===== src/rtl/alu_pkg.sv =====
// Shared ALU definitions: control encodings, flag bit positions, the
// multiply sequencer state type and its step count, plus the helper that
// derives the {N,Z,C,V} flags of a 64-bit product.
package alu_pkg;

  localparam logic [1:0] ALU_ADD = 2'b00;
  localparam logic [1:0] ALU_SUB = 2'b01;
  localparam logic [1:0] ALU_AND = 2'b10;
  localparam logic [1:0] ALU_ORR = 2'b11;

  localparam int FLAG_N = 3;
  localparam int FLAG_Z = 2;
  localparam int FLAG_C = 1;
  localparam int FLAG_V = 0;

  localparam int MUL_STEPS = 32;

  typedef enum logic [1:0] {IDLE, RUN, DONE} mul_state_t;

  // Product flags: V reports a result that does not fit in 32 bits.
  function automatic logic [3:0] mul_flags_f(input logic [63:0] p);
    logic [3:0] f;
    f         = '0;
    f[FLAG_N] = p[63];
    f[FLAG_Z] = (p == 64'd0);
    f[FLAG_C] = 1'b0;
    f[FLAG_V] = |p[63:32];
    return f;
  endfunction

endpackage


===== src/rtl/alu_mul_seq_if.sv =====
// Start/busy/done handshake and operand/result bus of the multiply sequencer.
//   start        : request, accepted only while the sequencer is idle
//   multiplicand : operand A, sampled on the accept edge
//   multiplier   : operand B, sampled on the accept edge
//   busy         : high while an operation runs and during the done cycle
//   done         : one-cycle pulse, product and mul_flags valid
//   product      : 64-bit registered result, held until the next result
//   mul_flags    : {N,Z,C,V} of product
// master = requester (execute stage), slave = the sequencer.
interface alu_mul_seq_if;
  logic        start;
  logic [31:0] multiplicand;
  logic [31:0] multiplier;
  logic        busy;
  logic        done;
  logic [63:0] product;
  logic [3:0]  mul_flags;

  modport master (output start, multiplicand, multiplier,
                  input  busy, done, product, mul_flags);
  modport slave  (input  start, multiplicand, multiplier,
                  output busy, done, product, mul_flags);
endinterface


===== src/rtl/alu.sv =====
// 32-bit ALU: ADD, SUB, AND, ORR with {N,Z,C,V} flags.
//   i_a, i_b        : operands
//   i_alu_control   : operation select (alu_pkg encodings)
//   o_result        : 32-bit result
//   o_flags         : {N,Z,C,V}; C is carry-out (no-borrow for SUB),
//                     C and V are zero for logic operations
module alu
  import alu_pkg::*;
(
  input  logic [31:0] i_a,
  input  logic [31:0] i_b,
  input  logic [1:0]  i_alu_control,
  output logic [31:0] o_result,
  output logic [3:0]  o_flags
);

  logic [32:0] w_sum;
  logic [31:0] w_b_eff;
  logic        w_arith;

  // SUB is a + ~b + 1; w_b_eff is the operand actually added, for V.
  assign w_arith = ~i_alu_control[1];
  assign w_b_eff = i_alu_control[0] ? ~i_b : i_b;

  always_comb begin
    w_sum = '0;
    unique case (i_alu_control)
      ALU_ADD: w_sum = {1'b0, i_a} + {1'b0, i_b};
      ALU_SUB: w_sum = {1'b0, i_a} + {1'b0, ~i_b} + 33'd1;
      ALU_AND: w_sum = {1'b0, i_a & i_b};
      ALU_ORR: w_sum = {1'b0, i_a | i_b};
      default: w_sum = '0;
    endcase
  end

  assign o_result        = w_sum[31:0];
  assign o_flags[FLAG_N] = w_sum[31];
  assign o_flags[FLAG_Z] = (w_sum[31:0] == 32'd0);
  assign o_flags[FLAG_C] = w_arith & w_sum[32];
  assign o_flags[FLAG_V] = w_arith & (i_a[31] == w_b_eff[31]) & (w_sum[31] != i_a[31]);

endmodule


===== src/rtl/alu_mul_seq.sv =====
// Multi-cycle unsigned 32x32->64 shift-add multiplier built around one ALU
// (ADD only, carry flag consumed), one iteration per clock.
//   clk      : system clock
//   reset_n  : synchronous active-low reset; discards any operation in flight
//   bus      : alu_mul_seq_if slave (start/operands in, busy/done/product/flags out)
// Parameters: N_BITS must be 32 (ALU width); EARLY_EXIT=1 ends the run once
// the remaining multiplier bits are all zero.
module alu_mul_seq
  import alu_pkg::*;
#(
  parameter int N_BITS     = 32,
  parameter bit EARLY_EXIT = 1'b0
) (
  input  logic          clk,
  input  logic          reset_n,
  alu_mul_seq_if.slave  bus
);

  if (N_BITS != 32) begin : g_width_check
    $error("alu_mul_seq: N_BITS must equal the ALU width of 32");
  end

  mul_state_t  r_state;
  logic [31:0] r_mcand;
  logic [31:0] r_hi;
  logic [31:0] r_lo;
  logic [4:0]  r_cnt;
  logic [63:0] r_product;
  logic [3:0]  r_flags;
  logic        r_busy;
  logic        r_done;

  logic [31:0] w_alu_result;
  logic [3:0]  w_alu_flags;
  logic [31:0] w_hi_new;
  logic        w_c;
  logic [63:0] w_shift;
  logic [31:0] w_rem_mask;
  logic        w_rem_zero;
  logic        w_last;
  logic [63:0] w_final;
  logic        w_unused_alu_flags;

  alu u_alu (
    .i_a           (r_hi),
    .i_b           (r_mcand),
    .i_alu_control (ALU_ADD),
    .o_result      (w_alu_result),
    .o_flags       (w_alu_flags)
  );

  // Only the carry is meaningful for the unsigned accumulate.
  assign w_unused_alu_flags = ^{w_alu_flags[FLAG_N], w_alu_flags[FLAG_Z], w_alu_flags[FLAG_V]};

  assign w_hi_new = r_lo[0] ? w_alu_result : r_hi;
  assign w_c      = r_lo[0] & w_alu_flags[FLAG_C];
  // 65-bit {c,hi,lo} shifted right by one, low 64 bits kept.
  assign w_shift  = {w_c, w_hi_new, r_lo[31:1]};

  // After iteration r_cnt, the unconsumed multiplier bits are the low
  // (31 - r_cnt) bits of the shifted lo half.
  assign w_rem_mask = 32'hFFFF_FFFF >> ({1'b0, r_cnt} + 6'd1);
  assign w_rem_zero = ((w_shift[31:0] & w_rem_mask) == 32'd0);
  assign w_last     = (r_cnt == 5'(MUL_STEPS - 1)) || (EARLY_EXIT && w_rem_zero);

  // Early exit folds the remaining zero-add iterations into plain shifts;
  // at the terminal count the shift amount is zero.
  assign w_final = EARLY_EXIT ? (w_shift >> (6'd31 - {1'b0, r_cnt})) : w_shift;

  always_ff @(posedge clk) begin
    if (!reset_n) begin
      r_state   <= IDLE;
      r_mcand   <= '0;
      r_hi      <= '0;
      r_lo      <= '0;
      r_cnt     <= '0;
      r_product <= '0;
      r_flags   <= '0;
      r_busy    <= 1'b0;
      r_done    <= 1'b0;
    end else begin
      unique case (r_state)
        IDLE: begin
          r_done <= 1'b0;
          if (bus.start) begin
            r_mcand <= bus.multiplicand;
            r_hi    <= '0;
            r_lo    <= bus.multiplier;
            r_cnt   <= '0;
            r_busy  <= 1'b1;
            r_state <= RUN;
          end
        end
        RUN: begin
          if (w_last) begin
            {r_hi, r_lo} <= w_final;
            r_product    <= w_final;
            r_flags      <= mul_flags_f(w_final);
            r_done       <= 1'b1;
            r_state      <= DONE;
          end else begin
            {r_hi, r_lo} <= w_shift;
            r_cnt        <= r_cnt + 5'd1;
          end
        end
        DONE: begin
          r_done  <= 1'b0;
          r_busy  <= 1'b0;
          r_state <= IDLE;
        end
        default: r_state <= IDLE;
      endcase
    end
  end

  assign bus.busy      = r_busy;
  assign bus.done      = r_done;
  assign bus.product   = r_product;
  assign bus.mul_flags = r_flags;

endmodule


===== src/flat_wrapper.sv =====
// flat-port wrapper written by rule: the top's interface ports become plain ports
module alu_mul_seq_flat import alu_pkg::*;
#(
  parameter int N_BITS     = 32,
  parameter bit EARLY_EXIT = 1'b0
)
  (clk, reset_n, bus_start, bus_multiplicand, bus_multiplier, bus_busy, bus_done, bus_product, bus_mul_flags);
  alu_mul_seq_if bus_i ();
  input  logic clk;
  input  logic reset_n;
  input wire logic [$bits(bus_i.start)-1:0] bus_start;
  input wire logic [$bits(bus_i.multiplicand)-1:0] bus_multiplicand;
  input wire logic [$bits(bus_i.multiplier)-1:0] bus_multiplier;
  output wire logic [$bits(bus_i.busy)-1:0] bus_busy;
  output wire logic [$bits(bus_i.done)-1:0] bus_done;
  output wire logic [$bits(bus_i.product)-1:0] bus_product;
  output wire logic [$bits(bus_i.mul_flags)-1:0] bus_mul_flags;
  assign bus_i.start = bus_start;
  assign bus_i.multiplicand = bus_multiplicand;
  assign bus_i.multiplier = bus_multiplier;
  assign bus_busy = bus_i.busy;
  assign bus_done = bus_i.done;
  assign bus_product = bus_i.product;
  assign bus_mul_flags = bus_i.mul_flags;
  alu_mul_seq #(.N_BITS(N_BITS), .EARLY_EXIT(EARLY_EXIT)) u_core (.clk(clk), .reset_n(reset_n), .bus(bus_i));
endmodule

===== config.mk =====
export PLATFORM = sky130hd
export DESIGN_NAME = alu_mul_seq_flat
export DESIGN_NICKNAME = d
export VERILOG_FILES = /design/src/rtl/alu_pkg.sv /design/src/rtl/alu_mul_seq_if.sv /design/src/rtl/alu.sv /design/src/rtl/alu_mul_seq.sv /design/src/flat_wrapper.sv
export SDC_FILE = /design/constraint.sdc
export NUM_CORES = 1
export LEC_CHECK = 0
export CORE_ASPECT_RATIO = 1.1
export CORE_MARGIN = 4
export CORE_UTILIZATION = 25
export CTS_CLUSTER_DIAMETER = 30
export DETAILED_ROUTE_END_ITERATION = 8
export GPL_TIMING_DRIVEN = 0
export PLACE_DENSITY = 0.53
export SLEW_MARGIN = 20
export SYNTH_ARGS = -nofsm -noshare
export SYNTH_HDL_FRONTEND = slang
export SYNTH_HIERARCHICAL = 1
export SYNTH_SLANG_ARGS = --single-unit

===== constraint.sdc =====
create_clock -name clk -period 5.85 [get_ports clk]
set_input_delay 1.4625 -clock clk [delete_from_list [all_inputs] [get_ports clk]]
set_output_delay 1.4625 -clock clk [all_outputs]
set_load 0.01 [all_outputs]

Yosys cells after proc, flatten, opt, wreduce, memory -nomap -nowiden
Cells that the tools add are included.

Add/subtract/negate cells: 2. Equal/unequal tests: 6. Multiplexer cells: 15. Bitwise operators: 1. Reduce and logical (&&, ||, !) cells: 14.

Operators by type and width (count): 32-bit one-hot mux with 2 select lines (2); 32-bit 2-to-1 mux (3); 64-bit zero test (1); 32-bit by 32-bit adder with 33-bit output (1); 32-bit OR reduction (1); 2-bit AND reduction (6); 5-bit 2-to-1 mux (2); 5-bit one-hot mux with 2 select lines (1); 2-bit nonzero test (3); 5-bit by 1-bit adder with 5-bit output, second input constant (1); 5-bit equality test, second input constant (1); 2-bit 2-to-1 mux (2); 2-bit inequality test, second input constant (2); 1-bit one-hot mux with 2 select lines (2); 2-bit one-hot mux with 2 select lines (1); 3-bit AND reduction (1); 2-bit by 1-bit equality test with 1-bit output, second input constant (1); 2-bit equality test, second input constant (1); 2-bit zero test (1); 1-bit 2-to-1 mux (2); 2-bit by 1-bit inequality test with 1-bit output, second input constant (1); 2-bit OR reduction (1); 1-bit bitwise AND (1).

Flip-flop bits (word level): 172. Input port bits: 67. Word-level logic and storage cells: 47.

Logic depth before layout (Yosys ltp)
Gate-level depths: netlist (run 1).

Word-level depth: 4. Mapped depth: 20. Gate-level depth less buffers: 20.

Hierarchy
The synthesis (run 1) kept the hierarchy.

By module, submodules not included: alu_mul_seq (times used 1, cells an instance 865, area each 7165.6 µm², seq. area each 3423.3 µm²); alu (times used 1, cells an instance 827, area each 5534.1 µm², seq. area each 0.0 µm²).

Worst setup path after synthesis (run 1)
No wires, ideal clock.

Kind: register -> register. Start point: register u_core.r_hi[11]. End point: register u_core.r_flags[0] (netlist: u_core/bus.mul_flags[0]). Library setup time: 0.115 ns. Arrival time: 3.569 ns. Slack: 2.166 ns. Cell stages (with the launch flop): 19. Buffers on the path: 1. Cells stage by stage: dfxtp_1 -> inv_1 -> ha_1 -> buf_1 -> nand4_1 -> nor4_1 -> o21ai_1 -> and3_2 -> or2_2 -> o21ai_0 -> o21ai_0 -> xnor2_1 -> nor2_1 -> a21oi_1 -> nor4_1 -> nand2_1 -> a2111oi_2 -> nand2_1 -> o21ba_1.

Longest elaborated chain between the ends: 3. Elaborated cells between the ends (all ways): 4. Those cells by class: add/sub (1); mux (1); bitwise (1); reduce/logical (1).

Ends and longest elaborated chain: start, declared (RTL line alu_mul_seq.sv:25) `logic [31:0] r_hi;`; start signal, assigned (RTL line alu_mul_seq.sv:96) `{r_hi, r_lo} <= w_final;`; start signal, assigned (RTL line alu_mul_seq.sv:102) `{r_hi, r_lo} <= w_shift;`; 32-bit by 32-bit adder with 33-bit output (RTL line alu.sv:28) `ALU_ADD: w_sum = {1'b0, i_a} + {1'b0, i_b};`; net u_core.w_alu_result[27] (RTL line alu_mul_seq.sv:33) `logic [31:0] w_alu_result;`; 32-bit 2-to-1 mux (RTL line alu_mul_seq.sv:55) `assign w_hi_new = r_lo[0] ? w_alu_result : r_hi;`; 32-bit OR reduction (RTL line alu_pkg.sv:27) `f[FLAG_V] = |p[63:32];`; end signal, assigned (RTL line alu_mul_seq.sv:98) `r_flags <= mul_flags_f(w_final);`; end, declared (RTL line alu_mul_seq.sv:29) `logic [3:0] r_flags;`.

The timed path passes the listed nets, and every way through them passes these cells. A chain may end at the register's enable or synchronous reset.

Worst setup path after layout (run 1)
Ends and elaborated chain as after synthesis.

==> impl_metrics.csv, run 1 <==
group,metric,value,unit
timing,timing.final.crit_share,83.68,%
timing,hold_violations,0,
clock_tree,h-tree-depth,4,
clock_tree,clk_latency,460,ps
floorplan,ios,137,
final_layout,multiInputGateArea,8189,sq um
timing,final.setup_skew,13.95,ps
global_routing,grt_first_pass_wirelength,73.12,mm
clock_tree,clock-sinks,171,
setup_path,cp.arrival,5250,ps
timing,min_period,4895,ps
placement,dp.cells,2473,
final_layout,nets,2007,
final_layout,postLayoutCoreUtil,31.20,%
setup_path,cpPeakStageDelay,560,ps
timing,setup_viol,0,
timing,fmax,204.3,MHz
clock_tree,cts_buffer_depth,2,
final_layout,drive_gt1_share,6.962,%
floorplan,die_area,53950,sq um
floorplan,die_y,243.2,um
floorplan,die_w,221.8,um
synthesis,yosysWarningCount,6,
global_routing,grt_pass1_vias,12580,
setup_path,critical_path.top_delay_family,"simple AND/OR/NAND/NOR gates",
setup_path,cp_num_cells,16,
clock_tree,cts_resized,0,
synthesis,avgSynthCellArea,7.507,sq um
min_path,holdPathStages,2,
final_layout,finalNonFillerCells,2505,
final_layout,nFillCells,5350,
floorplan,core,49350,sq um
placement,portBuffers,133,
global_routing,grt_max_degree,17,
setup_path,setup.worst_path.class,"flop to flop",
global_routing,grt.total_usage,17.17,%
global_routing,antenna_found_initial,0,
setup_path,path_max_fanout,10,
routing,drc_errors,0,
setup_path,cp.required,6210,ps
placement,gp_congestion,0.9338,
setup_path,startpoint_type,"flop",
routing,drt_iter0_drc,820,
floorplan,num_rows,85,
timing,maxSlewViolCount,0,
clock_tree,holdBufCountCts,0,
timing,tns,0,ps
floorplan,initial_core_util,25.48,%
synthesis,synth_area,12570,sq um
power,ir_drop,0.0001936,V
final_layout,ff_latch_area,3423,sq um
power,power_leakage,0.006102,uW
global_routing,gr-total-overflow,0,
setup_path,worstPathCellList,"inv_1 -> ha_1 -> buf_1 -> nand4_1 -> nor4_1 -> o21ai_1 -> and3_2 -> or2_2 -> nor3_1 -> o31ai_1 -> a31o_2 -> nor4_1 -> nand2_1 -> a2111oi_2 -> nand2_1 -> o21ba_1",
routing,viasPerCell,5.017,
timing,worst_slew_pin_slew,1147,ps
setup_path,worstRegToRegCells,16,
routing,vias,12570,
final_layout,area_growth,22.45,%
clock_tree,clkTransAtPathRegs,70,ps
setup_path,end_kind,"flop",
routing,wl,47.76,mm
timing,max-slew-margin-rel,23.27,%
flow_run,drv_cap,0,
timing,rsz0062_at_grt,"false",
clock_tree,cts_tree,"built",
clock_tree,root_buffer,"clkbuf_16",
setup_path,cp_num_buf_inv,2,
routing,wire_per_inst,19.06,um
final_layout,antenna_cells,0,
clock_tree,post_cts_buffers,0,
routing,detail-route-antenna-nets,0,
placement,dp_hpwl,37.98,mm
synthesis,netlist_instances,1675,
min_path,min_path_type,"flop to flop",
routing,dr.pass1.iters,7,
power,p_per_area,211.7,nW/um^2
status,status,"finished clean",
setup_path,slowest_stage,"nor4_1",
clock_tree,cts_buffers,17,
cell usage in the layout, fill, tap and decap left out, types with 10 or more instances in the layout:
cell type,n
nand2_1,293
dfxtp_1,171
clkdlybuf4s50_1,133
o21ai_0,123
nor2_1,115
inv_1,104
a21oi_1,103
ha_1,98
clkbuf_1,65
a21boi_1,56
nor2b_1,36
mux2i_1,31
a21boi_0,30
nand3_1,28
a22oi_1,27
nor4_1,27
buf_2,26
nor3_1,23
mux2_2,20
clkbuf_16,17
a21o_1,17
xnor2_1,17
o31ai_1,17
nand2b_1,14
and2_1,14
o211a_1,14
conb_1,14
o211ai_1,14
clkbuf_8,13
a211oi_1,13
nand4_1,12
o21bai_1,10
o22ai_1,10
final timing paths:
check,startpoint,endpoint,slack [ps]
worst min-delay path,u_core/bus.product[45],u_core/bus.product[45],460
worst max register to register,u_core/r_hi[11],u_core/bus.mul_flags[0],950
worst min register to register,u_core/bus.product[45],u_core/bus.product[45],460
worst max-delay path,u_core/r_hi[11],u_core/bus.mul_flags[0],950
flip-flops by register name, summed over array words and instances, names as in the netlist:
name                  cells
u_core/bus.busy           1
u_core/bus.done           1
u_core/bus.mul_flags      2
u_core/bus.product       64
u_core/r_cnt              5
u_core/r_hi              32
u_core/r_lo              32
u_core/r_mcand           32
u_core/r_state            2
per-stage QoR:
step,worst slack (ps),cell area (sq um),total power [uW],hold WS (ps)
4_1_cts,1033,15400,3266,457.8
2_1_floorplan,2190,12620,1775,450.1
6_report,954.8,15400,3260,455.9
5_1_grt,626.1,15400,3409,470.8
3_3_place_gp,1143,14770,2010,446.0
3_5_place_dp,1060,14770,2014,447.7
power breakdown:
group | internal (uW) | total, uW | switching (uW)
logic | 305 | 771 | 466
clock network | 713 | 1240 | 522
registers | 1200 | 1250 | 49.8
total | 2220 | 3260 | 1040
cell type report:
cell class	count	share of cell area [%]
timing repair buffer	133	8.646
sequential	171	22.23
tap	652	5.298
clock buffer	21	3.055
buffer	118	4.031
multi-input combinational	1295	53.19
clock inverter	11	1.016
inverter	104	2.535
metal layers:
metal  vias up  wire length, um  part of all wire [%]  GRT usage (%)
met1      6002            20250                    42          20.77
met5         -                0                     0              0
met4         0             1862                   3.9          7.918
met2       367            22990                    48          29.54
met3        74             2652                   5.6          3.190
li1       6125                -                     -              -
worst min-delay path: stages (launching register included):
cell      delay, ps
dfxtp_1         310
nand2_1          50
a21boi_1         50
No activity file was read; power rests on OpenSTA's default activity.
==> run 2: changes to the inputs <==
--- a/config.mk
+++ b/config.mk
@@ -11,7 +11,7 @@
 export CTS_CLUSTER_DIAMETER = 30
 export DETAILED_ROUTE_END_ITERATION = 8
 export GPL_TIMING_DRIVEN = 0
-export PLACE_DENSITY = 0.53
+export PLACE_DENSITY = 0.54
 export SLEW_MARGIN = 20
 export SYNTH_ARGS = -nofsm -noshare
 export SYNTH_HDL_FRONTEND = slang
==> constraint.sdc (replaced) <==
create_clock -name clk -period 4.02 [get_ports clk]
set_input_delay 1.005 -clock clk [delete_from_list [all_inputs] [get_ports clk]]
set_output_delay 1.005 -clock clk [all_outputs]
set_load 0.01 [all_outputs]
==> impl_metrics.csv, run 2 (synthesized netlist as in run 1, its figures left out) <==
group,metric,value,unit
final_layout,finalNonFillerCells,2517,
floorplan,die_area,53950,sq um
final_layout,largest_register_ffs,64,
setup_path,worstRegToRegCells,17,
setup_path,worstPathCellList,"inv_1 -> ha_1 -> clkbuf_4 -> a21oi_2 -> o21ai_0 -> nor2_1 -> nand3_1 -> a31oi_1 -> o21ai_1 -> a21o_1 -> a211oi_2 -> a211oi_2 -> nor4_1 -> a21oi_1 -> nor4_1 -> nand2_1 -> o21ba_1",
setup_path,reg2reg_slack,90,ps
global_routing,grt_first_pass_wirelength,74.11,mm
timing,fmax,254.2,MHz
min_path,min_path_type,"flop to flop",
routing,vias,12700,
final_layout,area_growth,26.06,%
floorplan,core,49350,sq um
final_layout,nFillCells,5372,
final_layout,layout_common_cells,"293 x nand2_1, 141 x dfxtp_1, 133 x clkdlybuf4s50_1",
timing,timing.final.crit_share,97.87,%
routing,wl,48.67,mm
global_routing,antenna_found_initial,0,
clock_tree,clkTransAtPathRegs,70,ps
routing,drt_iter0_drc,767,
clock_tree,cts_buffers,17,
power,power,4617,uW
routing,detail-route-antenna-nets,0,
setup_path,slowest_stage,"dfxtp_2",
setup_path,startpoint_type,"flop",
timing,setup_viol,0,
global_routing,gr-total-overflow,0,
floorplan,num_rows,85,
setup_path,critical_path.top_delay_family,"compound AO/OA/AOI/OAI gates",
final_layout,final_common_cell,"nand2_1",
timing,final.setup_skew,15.02,ps
timing,min_period,3934,ps
final_layout,drive_gt1_share,12.01,%
power,p_per_area,291.2,nW/um^2
placement,gp_congestion,0.9194,
floorplan,ios,137,
status,status,"finished clean",
setup_path,r2r_end,"u_core/bus.mul_flags[0]",
global_routing,grt_max_degree,17,
setup_path,cp.arrival,4280,ps
flow_run,drv_cap,0,
timing,hold_violations,0,
routing,wire_per_inst,19.34,um
global_routing,grt.total_usage,17.33,%
setup_path,path_max_fanout,10,
clock_tree,h-tree-depth,4,
floorplan,initial_core_util,25.48,%
setup_path,end_kind,"flop",
clock_tree,clk_latency,460,ps
min_path,worstHoldStart,"u_core/bus.product[34]",
placement,dp.cells,2473,
power,ir_drop,0.0003295,V
setup_path,cpPeakStageDelay,440,ps
setup_path,cp_num_buf_inv,2,
clock_tree,cts_buffer_depth,2,
floorplan,die_w,221.8,um
min_path,holdPathStages,2,
timing,worst_slew_pin_slew,1052,ps
clock_tree,cts_tree,"built",
setup_path,rr_startpoint,"u_core/r_hi[15]",
power,power_leakage,0.006230,uW
routing,dr.pass1.iters,5,
final_layout,nets,2019,
setup_path,setup.worst_path.class,"flop to flop",
global_routing,grt_pass1_vias,12610,
clock_tree,root_buffer,"clkbuf_16",
routing,viasPerCell,5.045,
timing,max-slew-margin-rel,29.41,%
placement,portBuffers,133,
final_layout,antenna_cells,0,
placement,dp_hpwl,38.20,mm
timing,whs,459.9,ps
min_path,holdPathEnd,"u_core/bus.product[34]",
setup_path,cp.required,4370,ps
clock_tree,clock-sinks,171,
floorplan,die_y,243.2,um
routing,drc_errors,0,
timing,maxSlewViolCount,0,
-- run 2: changes by cell type in the layout (fill, tap and decap cells not counted), moves of 8 or more --
cell / previous run / this run
dfxtp_1: 171 / 141
buf_4: 6 / 25
dfxtp_2: 0 / 17
dfxtp_4: 0 / 13
ha_1: 98 / 88
a21oi_1: 103 / 95
-- run 2: where the power goes --
part / switching (uW) / internal (uW) / total, uW
sequential: 72.7 / 1750 / 1820
clock: 771 / 845 / 1620
combinational: 709 / 473 / 1180
total: 1550 / 3060 / 4620
-- run 2: repair_timing --
item | CTS | global route
setup endpoints to repair | 12 | 2
gates cloned | 0 | 0
pin swaps | 9 | 28
buffers inserted | 3 | 14
hold buffers | 0 | 0
gates resized for setup | 62 | 57
-- run 2: worst reg2reg max path, cell delays in order (launching register included) --
cell	delay, ps
dfxtp_2	440
inv_1	70
ha_1	330
clkbuf_4	210
a21oi_2	190
o21ai_0	130
nor2_1	180
nand3_1	160
a31oi_1	230
o21ai_1	150
a21o_1	210
a211oi_2	240
a211oi_2	130
nor4_1	340
a21oi_1	170
nor4_1	280
nand2_1	150
o21ba_1	200
-- run 2: worst max path at each step --
stage / endpoint / depth (start not counted) / slack (ps) / startpoint
detailed placement: u_core/bus.mul_flags[0] / 18 / -880 / u_core/r_hi[11]
global route: u_core/bus.mul_flags[0] / 15 / -30 / u_core/r_mcand[22]
CTS: u_core/bus.mul_flags[0] / 17 / 0.8 / u_core/r_hi[6]
floorplan: u_core/bus.mul_flags[0] / 18 / 360 / u_core/r_hi[11]
finish: u_core/bus.mul_flags[0] / 17 / 90 / u_core/r_hi[15]
global placement: u_core/bus.mul_flags[0] / 18 / -940 / u_core/r_hi[11]
-- run 2: stage by stage --
stage	TNS (ps)	cell area [sq um]	setup slack [ps]	util (%)
2_1_floorplan	0	12620	360.3	-
3_3_place_gp	-2610	14770	-937.2	29.93
3_5_place_dp	-2400	14770	-884.6	29.93
4_1_cts	0	15540	0.7780	31.48
5_1_grt	-25.89	15850	-25.89	32.12
6_report	0	15850	85.82	32.12
-- run 2: layer usage --
layer  up-vias  part of all wire [%]  track usage (%)
met4         0                   3.5            7.188
met5         -                     0                0
met2       376                    48            30.21
met3        81                   5.9            3.154
met1      6079                    42            21.01
li1       6162                     -                -
-- run 2: layout make-up --
class                      instances  area (sq um)  area share (%)
multi-input combinational       1295          8509           53.68
sequential                       171          3493           22.04
timing repair buffer             150          1459           9.204
tap                              652         815.8           5.146
buffer                           113         626.9           3.955
clock buffer                      20         466.7           2.944
inverter                         104         390.4           2.463
clock inverter                    12         90.09          0.5683
==> run 3: changes to the inputs <==
--- a/config.mk
+++ b/config.mk
@@ -9,9 +9,10 @@
 export CORE_MARGIN = 4
 export CORE_UTILIZATION = 25
 export CTS_CLUSTER_DIAMETER = 30
+export CTS_CLUSTER_SIZE = 8
 export DETAILED_ROUTE_END_ITERATION = 8
 export GPL_TIMING_DRIVEN = 0
-export PLACE_DENSITY = 0.54
+export PLACE_DENSITY = 0.53
 export SLEW_MARGIN = 20
 export SYNTH_ARGS = -nofsm -noshare
 export SYNTH_HDL_FRONTEND = slang
==> constraint.sdc (replaced) <==
create_clock -name clk -period 4.35 [get_ports clk]
set_input_delay 1.0875 -clock clk [delete_from_list [all_inputs] [get_ports clk]]
set_output_delay 1.0875 -clock clk [all_outputs]
set_load 0.01 [all_outputs]
==> impl_metrics.csv, run 3 (synthesized netlist as in run 1, its figures left out) <==
group,metric,value,unit
final_layout,nFillCells,5334,
setup_path,cpPeakStageDelay,490,ps
power,ir_drop,0.0002587,V
global_routing,grt_pass1_vias,12550,
global_routing,grt_first_pass_wirelength,73.06,mm
placement,portBuffers,133,
timing,setup_viol,0,
final_layout,layout_common_cells,"293 x nand2_1, 156 x dfxtp_1, 133 x clkdlybuf4s50_1",
placement,gp_congestion,0.9338,
floorplan,die_w,221.8,um
final_layout,postLayoutCoreUtil,31.53,%
timing,rsz0062_at_grt,"false",
floorplan,ios,137,
timing,maxSlewViolCount,0,
setup_path,setup.worst_path.class,"flop to flop",
global_routing,grt.total_usage,17.15,%
clock_tree,h-tree-depth,4,
global_routing,gr-total-overflow,0,
placement,dp.cells,2473,
flow_run,drv_cap,0,
global_routing,grt_max_degree,17,
placement,dp_hpwl,37.98,mm
clock_tree,clk_latency,460,ps
timing,final.setup_skew,14.40,ps
final_layout,nets,2003,
setup_path,slowest_stage,"ha_1",
final_layout,final_common_cell,"nand2_1",
final_layout,largest_register_ffs,64,
timing,worst_slew_pin_slew,1146,ps
placement,place_area,14770,sq um
global_routing,antenna_found_initial,0,
setup_path,cp.required,4700,ps
setup_path,path_max_fanout,10,
timing,fmax,239.9,MHz
routing,wl,47.81,mm
timing,hold_violations,0,
final_layout,finalNonFillerCells,2501,
final_layout,drive_gt1_share,8.870,%
routing,drc_errors,0,
routing,detail-route-antenna-nets,0,
routing,vias,12540,
final_layout,area_growth,23.75,%
final_layout,antenna_cells,0,
clock_tree,clkTransAtPathRegs,70,ps
timing,whs,455.8,ps
clock_tree,cts_tree,"built",
routing,drt_iter0_drc,717,
setup_path,worstPathCellList,"inv_1 -> ha_1 -> a21oi_2 -> nor2_1 -> a211oi_2 -> o21bai_1 -> a21oi_1 -> o22ai_1 -> or4_1 -> a31o_2 -> nor4_4 -> nand2_1 -> a2111oi_2 -> nand2_1 -> o21ba_1",
clock_tree,root_buffer,"clkbuf_16",
timing,min_period,4168,ps
routing,dr.pass1.iters,5,
clock_tree,cts_buffers,17,
floorplan,initial_core_util,25.48,%
min_path,min_path_type,"flop to flop",
floorplan,die_y,243.2,um
routing,viasPerCell,5.012,
setup_path,startpoint_type,"flop",
clock_tree,cts_buffer_depth,2,
status,status,"finished clean",
floorplan,num_rows,85,
final_layout,ff_latch_area,3452,sq um
power,power_leakage,0.006157,uW
setup_path,cp.arrival,4520,ps
routing,wire_per_inst,19.12,um
floorplan,die_area,53950,sq um
floorplan,core,49350,sq um
setup_path,end_kind,"flop",
final_layout,multiInputGateArea,8315,sq um
setup_path,path_common_cell,"nand2_1",
final_layout,finalInstanceArea,15560,sq um
clock_tree,clock-sinks,171,
timing,timing.final.crit_share,95.82,%
timing,max-slew-margin-rel,23.30,%
power,p_per_area,282.4,nW/um^2
run 3: changes by cell type in the layout (fill, tap and decap cells not counted), moves of 4 or more:
cell / change
a21oi_1: +6
buf_4: -17
dfxtp_4: -9
dfxtp_1: +15
ha_1: +6
dfxtp_2: -6
ha_4: -4
a21oi_2: -5
run 3: final timing paths:
check,from,to,slack (ps),cells past startpoint
setup / recovery,u_core/r_hi[22],u_core/bus.mul_flags[0],180,15
hold / removal,u_core/bus.product[45],u_core/bus.product[45],460,2
setup reg to reg,u_core/r_hi[22],u_core/bus.mul_flags[0],180,15
hold reg to reg,u_core/bus.product[45],u_core/bus.product[45],460,2
run 3: routing by layer:
metal  share of wire (%)  global-route usage [%]
met3                 5.2                   3.081
met5                   0                       0
met4                 3.8                   7.736
met1                  43                   20.83
met2                  48                   29.59
run 3: repair_timing:
action | in CTS | in global routing
resized for setup | 11 | 42
setup endpoints to repair | 2 | 2
setup buffers | 0 | 2
pin swaps | 0 | 6
hold buffers | 0 | 0
run 3: per-stage QoR:
stage                     setup TNS, ps  worst slack (ps)  total power, uW
final                                 0             181.7             4395
after global routing                  0            0.7949             4598
after CTS                             0             8.521             4395
after detailed placement         -788.5            -440.1             2709
after global placement           -670.2            -357.2             2703
after floorplan                       0             690.3             2387
run 3: where the power goes:
| group | switching, uW | internal [uW] |
|---|---|---|
| logic | 634 | 418 |
| clock network | 699 | 959 |
| registers | 67.3 | 1620 |
run 3: final cells by class:
class                           count  share of cell area (%)
Multi-Input combinational cell   1295                   53.44
Inverter                          104                   2.533
Sequential cell                   171                   22.18
Buffer                            112                   3.924
Tap cell                          652                   5.242
Clock inverter                     11                   1.005
Clock buffer                       21                   3.023
Timing Repair Buffer              135                   8.652
run 3: critical path, delay by kind of cell, from the launching register on:
family,cells,cell delay (ps)
buffers and inverters,1,70
flip-flops,1,460
adder cells (fa/ha/maj),1,490
AND/OR/NAND/NOR,5,1150
AO/OA/AOI/OAI,8,1910
